--- src/rtl/alu_nibble_sequencer_pkg.sv ---
// Shared types and decode helpers for the nibble-serial ALU sequencer.
package alu_nibble_sequencer_pkg;

    // ALU operation codes. Codes 9..15 are undefined and behave as a plain pass of B.
    typedef enum logic [3:0] {
        AluAdd   = 4'd0,
        AluAdc   = 4'd1,
        AluSub   = 4'd2,
        AluSbc   = 4'd3,
        AluAnd   = 4'd4,
        AluXor   = 4'd5,
        AluOr    = 4'd6,
        AluCp    = 4'd7,
        AluShift = 4'd8
    } alu_op_t;

    // Sequencer FSM states.
    typedef enum logic [1:0] {
        StIdle,
        StLow,
        StHigh,
        StDone
    } seq_state_t;

    // Function performed by the shared 4-bit core.
    typedef enum logic [2:0] {
        CoreAdd,
        CoreSub,
        CoreAnd,
        CoreXor,
        CoreOr,
        CorePass
    } core_fn_t;

    // Map an op code (possibly undefined) onto a core function.
    function automatic core_fn_t core_fn_of(logic [3:0] op);
        core_fn_t fn;
        case (op)
            AluAdd, AluAdc:        fn = CoreAdd;
            AluSub, AluSbc, AluCp: fn = CoreSub;
            AluAnd:                fn = CoreAnd;
            AluXor:                fn = CoreXor;
            AluOr:                 fn = CoreOr;
            default:               fn = CorePass;
        endcase
        return fn;
    endfunction

    // Only ADC and SBC feed the incoming carry into the low nibble.
    function automatic logic uses_cin(logic [3:0] op);
        return (op == AluAdc) || (op == AluSbc);
    endfunction

endpackage

--- src/rtl/alu_nibble_core.sv ---
// 4-bit add/subtract/logic slice with carry (or borrow) in and out and signed overflow.
module alu_nibble_core
    import alu_nibble_sequencer_pkg::*;
(
    input  core_fn_t   fn_i,
    input  logic [3:0] a_i,
    input  logic [3:0] b_i,
    input  logic       cin_i,
    output logic [3:0] y_o,
    output logic       cout_o,
    output logic       ovf_o
);

    logic [4:0] sum_add;
    logic [4:0] sum_sub;

    // Subtraction borrow shows up as bit 4 of the 5-bit wrapped difference.
    always_comb begin
        sum_add = {1'b0, a_i} + {1'b0, b_i} + {4'd0, cin_i};
        sum_sub = {1'b0, a_i} - {1'b0, b_i} - {4'd0, cin_i};
        y_o     = b_i;
        cout_o  = 1'b0;
        ovf_o   = 1'b0;
        case (fn_i)
            CoreAdd: begin
                y_o    = sum_add[3:0];
                cout_o = sum_add[4];
                ovf_o  = (a_i[3] == b_i[3]) && (sum_add[3] != a_i[3]);
            end
            CoreSub: begin
                y_o    = sum_sub[3:0];
                cout_o = sum_sub[4];
                ovf_o  = (a_i[3] != b_i[3]) && (sum_sub[3] != a_i[3]);
            end
            CoreAnd: y_o = a_i & b_i;
            CoreXor: y_o = a_i ^ b_i;
            CoreOr:  y_o = a_i | b_i;
            default: y_o = b_i;
        endcase
    end

endmodule

--- src/rtl/alu_nibble_sequencer.sv ---
// Nibble-serial ALU: captures operands on start, computes the low nibble, then the high
// nibble through a single shared 4-bit core, and registers result and flags.
module alu_nibble_sequencer
    import alu_nibble_sequencer_pkg::*;
(
    input  logic       clk,
    input  logic       reset,
    input  logic       start,
    input  logic [3:0] op,
    input  logic [7:0] acc,
    input  logic [3:0] shift_high,
    input  logic [3:0] shift_low,
    input  logic       shift_db0,
    input  logic       shift_db7,
    input  logic       shift_left,
    input  logic       shift_right,
    input  logic       cf_in,
    output logic       busy,
    output logic       done,
    output logic [7:0] result,
    output logic       cf,
    output logic       hf,
    output logic       zf,
    output logic       sf,
    output logic       pvf,
    output logic       nf
);

    seq_state_t state_q;
    logic [3:0] op_q;
    logic [7:0] acc_q;
    logic [7:0] b_q;
    logic       db0_q, db7_q, shl_q, shr_q, cf_in_q;
    logic [3:0] low_q;
    logic       hc_q;
    logic       busy_q, done_q;
    logic [7:0] result_q;
    logic       cf_q, hf_q, zf_q, sf_q, pvf_q, nf_q;

    core_fn_t   core_fn;
    logic [3:0] core_a, core_b, core_y;
    logic       core_cin, core_cout, core_ovf;
    logic       hi_sel;

    logic [7:0] full_y;
    logic [7:0] result_d;
    logic       cf_d, hf_d, zf_d, sf_d, pvf_d, nf_d;

    // Steer the captured operand nibbles into the shared core; HIGH chains the half carry.
    always_comb begin
        hi_sel   = (state_q == StHigh);
        core_fn  = core_fn_of(op_q);
        core_a   = hi_sel ? acc_q[7:4] : acc_q[3:0];
        core_b   = hi_sel ? b_q[7:4] : b_q[3:0];
        core_cin = hi_sel ? hc_q : (uses_cin(op_q) ? cf_in_q : 1'b0);
    end

    alu_nibble_core u_core (
        .fn_i   (core_fn),
        .a_i    (core_a),
        .b_i    (core_b),
        .cin_i  (core_cin),
        .y_o    (core_y),
        .cout_o (core_cout),
        .ovf_o  (core_ovf)
    );

    // Full-byte result and flags, valid during HIGH and loaded on the HIGH->DONE edge.
    always_comb begin
        full_y   = {core_y, low_q};
        result_d = full_y;
        cf_d     = 1'b0;
        hf_d     = 1'b0;
        zf_d     = (full_y == 8'h00);
        sf_d     = full_y[7];
        pvf_d    = ~^full_y;
        nf_d     = 1'b0;
        case (op_q)
            AluAdd, AluAdc: begin
                cf_d  = core_cout;
                hf_d  = hc_q;
                pvf_d = core_ovf;
            end
            AluSub, AluSbc: begin
                cf_d  = core_cout;
                hf_d  = hc_q;
                pvf_d = core_ovf;
                nf_d  = 1'b1;
            end
            AluCp: begin
                // Compare: flags from the difference, result byte untouched.
                result_d = result_q;
                cf_d     = core_cout;
                hf_d     = hc_q;
                pvf_d    = core_ovf;
                nf_d     = 1'b1;
            end
            AluAnd:        hf_d = 1'b1;
            AluXor, AluOr: hf_d = 1'b0;
            AluShift:      cf_d = shl_q ? db7_q : (shr_q ? db0_q : cf_in_q);
            default:       cf_d = cf_in_q;
        endcase
    end

    // Sequencer FSM with operand capture and registered outputs.
    always_ff @(posedge clk) begin
        if (reset) begin
            state_q  <= StIdle;
            op_q     <= 4'd0;
            acc_q    <= 8'h00;
            b_q      <= 8'h00;
            db0_q    <= 1'b0;
            db7_q    <= 1'b0;
            shl_q    <= 1'b0;
            shr_q    <= 1'b0;
            cf_in_q  <= 1'b0;
            low_q    <= 4'd0;
            hc_q     <= 1'b0;
            busy_q   <= 1'b0;
            done_q   <= 1'b0;
            result_q <= 8'h00;
            cf_q     <= 1'b0;
            hf_q     <= 1'b0;
            zf_q     <= 1'b0;
            sf_q     <= 1'b0;
            pvf_q    <= 1'b0;
            nf_q     <= 1'b0;
        end else begin
            case (state_q)
                StIdle: begin
                    if (start) begin
                        op_q    <= op;
                        acc_q   <= acc;
                        b_q     <= {shift_high, shift_low};
                        db0_q   <= shift_db0;
                        db7_q   <= shift_db7;
                        shl_q   <= shift_left;
                        shr_q   <= shift_right;
                        cf_in_q <= cf_in;
                        busy_q  <= 1'b1;
                        state_q <= StLow;
                    end
                end
                StLow: begin
                    low_q   <= core_y;
                    hc_q    <= core_cout;
                    state_q <= StHigh;
                end
                StHigh: begin
                    result_q <= result_d;
                    cf_q     <= cf_d;
                    hf_q     <= hf_d;
                    zf_q     <= zf_d;
                    sf_q     <= sf_d;
                    pvf_q    <= pvf_d;
                    nf_q     <= nf_d;
                    done_q   <= 1'b1;
                    state_q  <= StDone;
                end
                default: begin
                    done_q  <= 1'b0;
                    busy_q  <= 1'b0;
                    state_q <= StIdle;
                end
            endcase
        end
    end

    assign busy   = busy_q;
    assign done   = done_q;
    assign result = result_q;
    assign cf     = cf_q;
    assign hf     = hf_q;
    assign zf     = zf_q;
    assign sf     = sf_q;
    assign pvf    = pvf_q;
    assign nf     = nf_q;

endmodule

--- config.mk ---
export PLATFORM = sky130hd
export DESIGN_NAME = alu_nibble_sequencer
export DESIGN_NICKNAME = d
export VERILOG_FILES = /design/src/rtl/alu_nibble_sequencer_pkg.sv /design/src/rtl/alu_nibble_core.sv /design/src/rtl/alu_nibble_sequencer.sv
export SDC_FILE = /design/constraint.sdc
export NUM_CORES = 1
export LEC_CHECK = 0
export CORE_MARGIN = 5
export CORE_UTILIZATION = 43
export CTS_CLUSTER_DIAMETER = 100
export DETAILED_ROUTE_END_ITERATION = 7
export HOLD_SLACK_MARGIN = 0.06
export PLACE_DENSITY = 0.69
export SLEW_MARGIN = 10
export SYNTH_ARGS = -nofsm -noshare
export SYNTH_HDL_FRONTEND = slang
export SYNTH_SLANG_ARGS = --single-unit
--- constraint.sdc ---
create_clock -name clk -period 9.8 [get_ports clk]
set_input_delay 0.98 -clock clk [delete_from_list [all_inputs] [get_ports clk]]
set_output_delay 0.98 -clock clk [all_outputs]
set_load 0.05 [all_outputs]
==> results by group <==
Finish
  • Most frequent cells in the layout: nand2_1, dfxtp_1, a21oi_1, clkdlybuf4s50_1, inv_1
  • Layout cells sized above 1: 4.49%
  • Commonest non-fill, non-tap cell in the layout: nand2_1
  • Synthesis-to-finish area growth: 19.0%
  • Final nets: 429
  • N_diodes: 0

STA
  • Final Max Slew Viols: 0
  • Hold Fails Final Rpt: 0
  • Worst-margin pin slew: 976 ps
  • Max_slew headroom: 34.9%
  • Final setup fails: 0
  • Max Clock Freq: 0.214 GHz
  • Layout Skew: 11.7 ps
  • RSZ-0062 raised after global routing: false
  • Setup WS post-layout: 5120 ps
  • Final TNS setup: 0 ps
  • Minimum clock period: 4680 ps
  • Worst Hold Slack: 455 ps
  • Final period util: 47.7%

Synth
  • Mapped Area: 0.00283 mm2
  • Ranking of synthesized cells by area: dfxtp_1, ha_1, nand2_1, a21oi_1, inv_1
  • Synth Register Bits: 51
  • Syn_nets: 401
  • Top FF cell, synth: dfxtp_1
  • Synth top area share: 36.1%
  • Adder-Cell Fraction of Synth Area: 11.2%
  • Xor-xnor portion of the synthesized cell area: 2.47%
  • Area fraction in compound gates after synthesis: 19.6%
  • Mapped Cells: 350
  • Post-synthesis cell type count: 48
  • Simple-gate portion of the synthesized area: 20.0%
  • Yosys warnings: 0
  • Seq/Total Area, Yosys: 36.1%
  • Main combinational cell family by area after synthesis: simple AND/OR/NAND/NOR gates
  • Multiplexer share of the synthesized area: 4.15%
  • Asr flop ratio synth: 0%
  • Leading area contributor after synthesis: dfxtp_1
  • Number of synthesized flops with an enable pin: 0
  • Average cell area after synthesis: 8.09 um2

Floorplanning
  • Core ar.: 0.00639 mm2
  • DIE AREA: 0.00831 mm2
  • # IOs: 44
  • Initial Utilization: 44.3%
  • # rows: 29
  • Die Y: 91.1 um
  • Die width: 91.1 um

Power and ir drop
  • Clock Power Share: 16.4%
  • Peak supply drop: 0.118 mV
  • Switching share of power: 42.0%
  • Comb power frac: 51.5%
  • P_leak: 0.00133 uW
  • Seq pwr share: 32.1%
  • Power density cells: 263 mW/mm2
  • Psw: 372 uW
  • Int Pwr: 514 uW

Clock tree
  • Clock latency at the later pin of the worst-skew pair: 300 ps
  • Hold_buf cts: 0
  • Clock transition at path regs: 90 ps
  • Clock buffer depth: 2
  • Root buf cell: clkbuf_8
  • CTS tree: yes
  • CTS resizes: 0
  • Post-CTS Setup Bufs: 0
  • TritonCTS buffer count: 5
  • H-tree depth: 2
  • Clk sinks: 51

Placed design
  • IO Port Bufs: 43
  • HPWL Detailed: 4.55 mm
  • Routability cong.: 0.853
  • Dpl ws: 5110 ps

Global route
  • Vias in the first global route: 2,338
  • First-pass GRT wire length: 10.5 mm
  • Overall global routing resource usage: 14.8%
  • Largest net degree at the start of global routing: 55
  • Initial antenna violation count: 0
  • Grt ovf: 0

Worst setup path
  • Critical-path maximum fanout: 24
  • Family with the most delay on the worst path: adder cells
  • Startpoint types: register
  • CP required: 10,030 ps
  • CP Capture Type: register
  • Slowest-stage cell, CP: ha_1
  • WS Path Type: register to register
  • Max incr delay on CP: 810 ps
  • Combined buffer and inverter count along the critical path: 2
  • CP Cell Sequence: inv_1, ha_1, mux2i_1, inv_1, fa_1, fa_1, o21ai_0, a21oi_1, o221a_2, nand2b_1, ha_1, xnor2_1, xnor2_1, a311o_1, a31oi_1
  • CP Data Arrival Time: 4910 ps

Detailed routing
  • Router iterations before antenna repair: 4
  • Antenna viol nets, final: 0
  • Via density: 5.30
  • First-iteration detailed-routing DRC count: 114
  • Via count: 2,417
  • Drt wl/cell: 13.4 um
  • Drt total wl: 6.09 mm
  • Residual DRC count: 0

Min path
  • Hold/Removal Path Class: register to register

Outcome
  • Status: completed

Job
  • Max_cap viols: 0
==> state kept, by name, summed over array words and instances (netlist names), 2 cells and up, named ones only <==
register  cells
op_q          4
b_q           8
acc_q         8
state_q       2
result        8
low_q         4
==> tightest hold or removal path, stage by stage (launching register included) <==
cell	delay, ps
dfxtp_1	310
nand2_1	50
a21oi_1	50
==> logic make-up (layout without fill, tap and decap cells) <==
logic type | count (synthesis) | after routing
buffers and inverters | 46 | 75
AND/OR/NAND/NOR | 124 | 124
XOR/XNOR | 8 | 8
multiplexers | 11 | 11
flip-flops | 51 | 51
adder cells (fa/ha/maj) | 23 | 23
AO/OA/AOI/OAI | 87 | 87
==> Yosys cell counts (6+ instances only) <==
| cell type | count |
|---|---|
| nor3_1 | 9 |
| nand3_1 | 6 |
| inv_1 | 24 |
| a21oi_1 | 43 |
| mux2i_1 | 8 |
| ha_1 | 19 |
| o21ai_0 | 9 |
| nand2b_1 | 11 |
| nor2_1 | 19 |
| dfxtp_1 | 51 |
| nand2_1 | 61 |
| clkbuf_1 | 18 |
==> metal layers <==
metal	part of all wire (%)	global-route usage, %	wire length [um]	vias up
li1	-	-	-	1247
met4	2.0	4.40	123	0
met1	50	20.3	3040	1103
met3	4.6	2.89	283	10
met2	44	23.6	2650	57
met5	0	0	0	-
==> power by group through the flow <==
stage | Combinational [uW] | Sequential (uW) | Clock (uW)
after CTS | 459 | 285 | 149
after floorplan | 330 | 314 | 0
after detailed placement | 457 | 289 | 0
after global routing | 511 | 291 | 159
final | 456 | 285 | 145
after global placement | 447 | 289 | 0
==> layout make-up <==
type / count / area, um2
Fill cell: 641 / 3020
Multi-Input combinational cell: 253 / 1630
Sequential cell: 51 / 1020
Timing Repair Buffer: 43 / 425
Tap cell: 77 / 96.3
Inverter: 24 / 90.1
Clock buffer: 6 / 72.6
Clock inverter: 2 / 38.8
==> final timing paths <==
kind | start | to | slack [ps] | cells past startpoint
setup / recovery | state_q[0] | pvf | 5120 | 15
hold / removal | result[2] | result[2] | 450 | 2
hold reg to reg | result[2] | result[2] | 450 | 2
setup reg to reg | state_q[0] | pvf | 5120 | 15
==> stage by stage <==
stage	cell area, um2	std cells	total power, uW	utilization (%)
final	3370	456	886	52.8
after floorplan	2830	350	644	-
after global placement	3260	448	735	51.0
after CTS	3370	456	892	52.8
after global routing	3370	456	960	52.8
after detailed placement	3260	448	746	51.0
Power figures use the tool's default switching activity.
